--- src/rtl/h_kv_engine.sv ---
// Fully-associative key/value store with a sequential one-entry-per-cycle scan.
// Supports INSERT, FIND, ERASE and CLEAR commands, with valid/ready command and response channels.
module h_kv_engine #(
   parameter  int K_W       = 32,
   parameter  int V_W       = 32,
   parameter  int ENTRIES_N = 8,
   localparam int IDX_W     = $clog2(ENTRIES_N)
) (
   input  logic             clk,
   input  logic             arst_n,
   input  logic             cmd_vld,
   input  logic [2:0]       cmd_opcode,
   input  logic [K_W-1:0]   cmd_key,
   input  logic [V_W-1:0]   cmd_val,
   output logic             cmd_rdy,
   output logic             rsp_vld,
   output logic [2:0]       rsp_status,
   output logic [V_W-1:0]   rsp_val,
   input  logic             rsp_rdy,
   output logic             busy,
   output logic [IDX_W:0]   occupancy
);

   // state  | meaning
   // IDLE   | ready for a command
   // SCAN   | compare entry idx against the latched key (INSERT/FIND/ERASE)
   // CLR    | invalidate entry idx
   // RSP    | response held until rsp_rdy
   typedef enum logic [1:0] {S_IDLE, S_SCAN, S_CLR, S_RSP} state_t;

   localparam logic [2:0] OP_INSERT = 3'b000;
   localparam logic [2:0] OP_FIND   = 3'b100;
   localparam logic [2:0] OP_ERASE  = 3'b010;
   localparam logic [2:0] OP_CLEAR  = 3'b111;

   localparam logic [2:0] RSP_SUCCESS  = 3'b000;
   localparam logic [2:0] RSP_EXISTS   = 3'b010;
   localparam logic [2:0] RSP_FULL     = 3'b001;
   localparam logic [2:0] RSP_BADOP    = 3'b110;
   localparam logic [2:0] RSP_NOTFOUND = 3'b111;

   localparam logic [IDX_W-1:0] IDX_LAST = IDX_W'(ENTRIES_N - 1);

   state_t             state_q, state_d;
   logic               run_q;
   logic [2:0]         op_q;
   logic [K_W-1:0]     key_q;
   logic [V_W-1:0]     val_q;
   logic [IDX_W-1:0]   idx_q;
   logic               free_found_q;
   logic [IDX_W-1:0]   free_idx_q;
   logic [ENTRIES_N-1:0] valid_q;
   logic [K_W-1:0]     key_tab [ENTRIES_N];
   logic [V_W-1:0]     val_tab [ENTRIES_N];
   logic [IDX_W:0]     occ_q;
   logic [2:0]         rsp_status_q;
   logic [V_W-1:0]     rsp_val_q;

   logic               accept, hit, last, cur_free, tab_we;
   logic [IDX_W-1:0]   tab_widx;

   always_ff @(posedge clk or negedge arst_n) begin
      if (!arst_n) state_q <= S_IDLE;
      else         state_q <= state_d;
   end

   always_comb begin
      state_d  = state_q;
      accept   = cmd_vld && cmd_rdy;
      hit      = valid_q[idx_q] && (key_tab[idx_q] == key_q);
      last     = (idx_q == IDX_LAST);
      cur_free = !valid_q[idx_q];
      // An INSERT miss writes on the last compare; the final entry itself may be the free slot.
      tab_we   = (state_q == S_SCAN) && (op_q == OP_INSERT) && !hit && last
                 && (free_found_q || cur_free);
      tab_widx = free_found_q ? free_idx_q : idx_q;
      case (state_q)
         S_IDLE: begin
            if (accept) begin
               if (cmd_opcode == OP_INSERT || cmd_opcode == OP_FIND || cmd_opcode == OP_ERASE)
                  state_d = S_SCAN;
               else if (cmd_opcode == OP_CLEAR)
                  state_d = S_CLR;
               else
                  state_d = S_RSP;
            end
         end
         S_SCAN:  if (hit || last) state_d = S_RSP;
         S_CLR:   if (last) state_d = S_RSP;
         S_RSP:   if (rsp_rdy) state_d = S_IDLE;
         default: state_d = S_IDLE;
      endcase
   end

   always_ff @(posedge clk or negedge arst_n) begin
      if (!arst_n) begin
         run_q        <= 1'b0;
         op_q         <= '0;
         key_q        <= '0;
         val_q        <= '0;
         idx_q        <= '0;
         free_found_q <= 1'b0;
         free_idx_q   <= '0;
         valid_q      <= '0;
         occ_q        <= '0;
         rsp_status_q <= '0;
         rsp_val_q    <= '0;
      end else begin
         run_q <= 1'b1;
         case (state_q)
            S_IDLE: begin
               if (accept) begin
                  op_q         <= cmd_opcode;
                  key_q        <= cmd_key;
                  val_q        <= cmd_val;
                  idx_q        <= '0;
                  free_found_q <= 1'b0;
                  if (state_d == S_RSP) begin
                     rsp_status_q <= RSP_BADOP;
                     rsp_val_q    <= '0;
                  end
               end
            end
            S_SCAN: begin
               if (hit) begin
                  rsp_val_q    <= val_tab[idx_q];
                  rsp_status_q <= (op_q == OP_INSERT) ? RSP_EXISTS : RSP_SUCCESS;
                  if (op_q == OP_ERASE) begin
                     valid_q[idx_q] <= 1'b0;
                     occ_q          <= occ_q - 1'b1;
                  end
               end else if (last) begin
                  rsp_val_q <= '0;
                  if (op_q != OP_INSERT) begin
                     rsp_status_q <= RSP_NOTFOUND;
                  end else if (tab_we) begin
                     valid_q[tab_widx] <= 1'b1;
                     occ_q             <= occ_q + 1'b1;
                     rsp_status_q      <= RSP_SUCCESS;
                  end else begin
                     rsp_status_q <= RSP_FULL;
                  end
               end else begin
                  idx_q <= idx_q + 1'b1;
                  if (!free_found_q && cur_free) begin
                     free_found_q <= 1'b1;
                     free_idx_q   <= idx_q;
                  end
               end
            end
            S_CLR: begin
               valid_q[idx_q] <= 1'b0;
               if (valid_q[idx_q]) occ_q <= occ_q - 1'b1;
               if (last) begin
                  rsp_status_q <= RSP_SUCCESS;
                  rsp_val_q    <= '0;
               end else begin
                  idx_q <= idx_q + 1'b1;
               end
            end
            default: ;
         endcase
      end
   end

   always_ff @(posedge clk) begin
      if (tab_we) begin
         key_tab[tab_widx] <= key_q;
         val_tab[tab_widx] <= val_q;
      end
   end

   assign cmd_rdy    = run_q && (state_q == S_IDLE);
   assign rsp_vld    = (state_q == S_RSP);
   assign busy       = (state_q != S_IDLE);
   assign rsp_status = rsp_status_q;
   assign rsp_val    = rsp_val_q;
   assign occupancy  = occ_q;

endmodule
--- config.mk ---
export PLATFORM = sky130hd
export DESIGN_NAME = h_kv_engine
export DESIGN_NICKNAME = d
export VERILOG_FILES = /design/src/rtl/h_kv_engine.sv
export SDC_FILE = /design/constraint.sdc
export NUM_CORES = 1
export LEC_CHECK = 0
export CAP_MARGIN = 20
export CORE_ASPECT_RATIO = 0.75
export CORE_MARGIN = 8
export CORE_UTILIZATION = 45
export DETAILED_ROUTE_END_ITERATION = 10
export DONT_BUFFER_PORTS = 1
export HOLD_SLACK_MARGIN = 0.05
export PLACE_DENSITY_LB_ADDON = 0.1
export SYNTH_ARGS = -nofsm -noshare
export SYNTH_HDL_FRONTEND = slang
export SYNTH_SLANG_ARGS = --single-unit
--- constraint.sdc ---
create_clock -name clk -period 6.36 [get_ports clk]
set_input_delay 1.272 -clock clk [delete_from_list [all_inputs] [get_ports clk]]
set_output_delay 1.272 -clock clk [all_outputs]
set_load 0.01 [all_outputs]
==> qor.csv <==
metric,value,unit
clk_lat worst skew,0.63,ns
Slew HR,0.318,
number of CTS-inserted buffers,60,
Slew Limit Fails,0,
Worst-path clk slew,0.06,ns
Pwr Total,12.0,mW
antenna fix cells,0,
"Buf+Inv Stages, Crit Path",3,
Max IR drop VDD,224,uV
crit path from,idx_q[0],
"slowest stage cell, crit path",dfrtp_2,
# clock sinks,636,
cell taking the most area after synthesis,edfxtp_1,
Startpoint Class,flop,
Routability Congestion,0.788,
port bufs,0,
Core Area,0.0532,mm^2
flop and latch count out of synthesis,636,
Starting Density,0.457,
Yosys cell types,63,
First-pass DRT Iterations,6,
pre-CTS WS,0.897,ns
Finished Core Util,0.514,
WP data arrival,5.81,ns
Post-Syn Nets,1460,
synth warn,0,
Area contributors post-synth,"edfxtp_1 (63%), dfrtp_1 (13%), mux2_2 (3.6%)",
critical path peak fanout,32,
Post-Syn Area per Cell,17.6,um^2
first-pass GRT wire length,86600,um
Die Ht,217,um
drt total wl,56900,um
# hold bufs at CTS,0,
per-cell routed wire length,26.2,um
clk root buf,clkbuf_16,
GRT Util Overall,0.183,
largest net degree at the start of global routing,125,
Worst Tran Pin Value,1.02,ns
most frequent cell after synthesis,edfxtp_1,
vias in the first global route,13000,
switch share,0.305,
maximum clock rate,183,MHz
Area Growth Syn to Fin,12.6,%
CTS resizes,0,
static leakage,9.28,nW
Synth top cells by count,"edfxtp_1 (512), dfrtp_1 (124), o22ai_1 (90)",
Nets,1487,
Tmin final,5.46,ns
placed cell count,2054,
RSZ-0062 raised after global routing,no,
Top delay family on crit path,simple AND/OR/NAND/NOR gates,
maxcap violations,0,
crit-path cells,inv_1 > a221o_1 > a222oi_1 > xnor2_1 > or3_1 > or4_4 > o31ai_1 > or3_1 > nor2_4 > buf_16 > buf_4,
Net Switching,3.66,mW
Setup Buffers After CTS,0,
Die ar.,0.0617,mm^2
share of Yosys cell area claimed by the top area cell type,0.634,
fraction of layout cells with a size suffix above 1,0.180,
antenna-violating nets left,0,
"FFs w/ async S/R, synth",0.195,
post-DP HPWL,32600,um
commonest register cell after synthesis,edfxtp_1,
register area share after synthesis,0.761,
WP data required,6.71,ns
Via density,5.87,
initial antenna violation count,0,
Worst Slack Setup Final,0.896,ns
synthesized area,0.0243,mm^2
Die X,284,um
Critical Path Max Stage Delay,0.95,ns
Setup TNS,0,ns
Gate power share,0.198,
CTS H-Tree Depth,2,
Sequential Power Share,0.503,
drc violations,0,
critical path type,reg -> reg,
Mapped Cells,1379,
HP Class,in -> async,
CTS tree,yes,
period utilization,0.859,
DR iter-0 viols,1240,
power per cell area,438,mW/mm^2
Layout Cells excl Fill,2170,
Crit. End Element,flop,
clock share of power,0.299,
final hold vios,0,
Post-synth EDFFs,512,
CTS max path bufs,3,
Clock Skews,0.0262,ns
status,completed,
R2R Path Start,idx_q[0],
P_int,8.32,mW
GRT overflow,0,
Finished Cell Area,0.0273,mm^2
Ports,113,
final setup fails,0,
final hold slack,0.346,ns
via count,12700,
Core Rows,73,
DP Area,0.0253,mm^2
Most common cell on crit path,or3_1,
registers in the layout (all words and copies together), names as in the netlist:
| register | count |
|---|---|
| rsp_status | 3 |
| val_tab | 256 |
| valid_q | 8 |
| key_q | 32 |
| state_q | 2 |
| run_q | 1 |
| op_q | 3 |
| idx_q | 3 |
| val_q | 32 |
| rsp_val | 32 |
| occupancy | 4 |
| free_found_q | 1 |
| free_idx_q | 3 |
| key_tab | 256 |
cells in the final DEF, fill, tap and decap left out, drive strengths merged, types with 9 or more instances in the layout:
cell type	count
a21o	17
mux2i	67
mux2	78
inv	17
ha	10
a21oi	28
o22ai	90
nor2	38
a221oi	9
nor3	16
clkbuf	86
nand2	28
clkinv	19
o221ai	20
nor4	19
buf	36
xor2	16
xnor2	18
o2bb2ai	18
edfxtp	512
o22a	16
mux4	29
dfrtp	124
or4	19
o21ai	25
layout make-up:
| cell class | instances | area, um^2 |
|---|---|---|
| clock inverter | 28 | 283 |
| timing repair buffer | 36 | 390 |
| multi-input combinational | 656 | 5520 |
| tap | 712 | 891 |
| clock buffer | 86 | 1710 |
| inverter | 16 | 60.1 |
| sequential | 636 | 18500 |
| fill | 4368 | 25800 |
per-layer routing:
metal  part of all wire  GRT usage  wire [um]
met4              0.015     0.0411        857
met5                  0          0          0
met3              0.062     0.0364       3530
met1               0.48      0.277      27500
met2               0.44      0.272      25000
power groups by stage:
| stage | registers (mW) | clock network (mW) | logic (mW) |
|---|---|---|---|
| 2_1_floorplan | 5.73 | 0 | 1.74 |
| 3_3_place_gp | 6.10 | 0 | 2.35 |
| 3_5_place_dp | 6.13 | 0 | 2.37 |
| 4_1_cts | 6.03 | 3.67 | 2.38 |
| 5_1_grt | 6.12 | 3.83 | 2.58 |
| 6_report | 6.02 | 3.58 | 2.38 |
worst reg2reg max path, delay by kind of cell (launching register included):
| family | cells | cell delay (ns) |
|---|---|---|
| flops | 1 | 0.95 |
| compound gates | 3 | 1.33 |
| xor+xnor | 1 | 0.12 |
| buf+inv | 3 | 1.16 |
| simple gates | 4 | 1.63 |
cell families (layout without fill, tap and decap cells):
family                   Yosys count  count (layout)  share of synthesized area
AO/OA/AOI/OAI                    270             270                     0.0783
AND/OR/NAND/NOR                  167             167                     0.0370
adder cells (fa/ha/maj)           10              10                    0.00516
other                              1               1                   0.000155
multiplexers                     174             174                     0.0907
buffers and inverters             87             166                     0.0151
XOR/XNOR                          34              34                     0.0123
flip-flops                       636             636                      0.761
worst paths after layout:
path / to / slack [ns] / cells after the start
setup / recovery: val_tab[3][27] / 0.90 / 11
hold / removal: key_q[17] / 0.35 / 0
setup reg to reg: val_tab[3][27] / 0.90 / 11
hold reg to reg: free_idx_q[1] / 0.51 / 2
max in group asynchronous: idx_q[2] / 5.81 / 0
min in group clk: free_idx_q[1] / 0.51 / 2
Power figures use the tool's default switching activity.
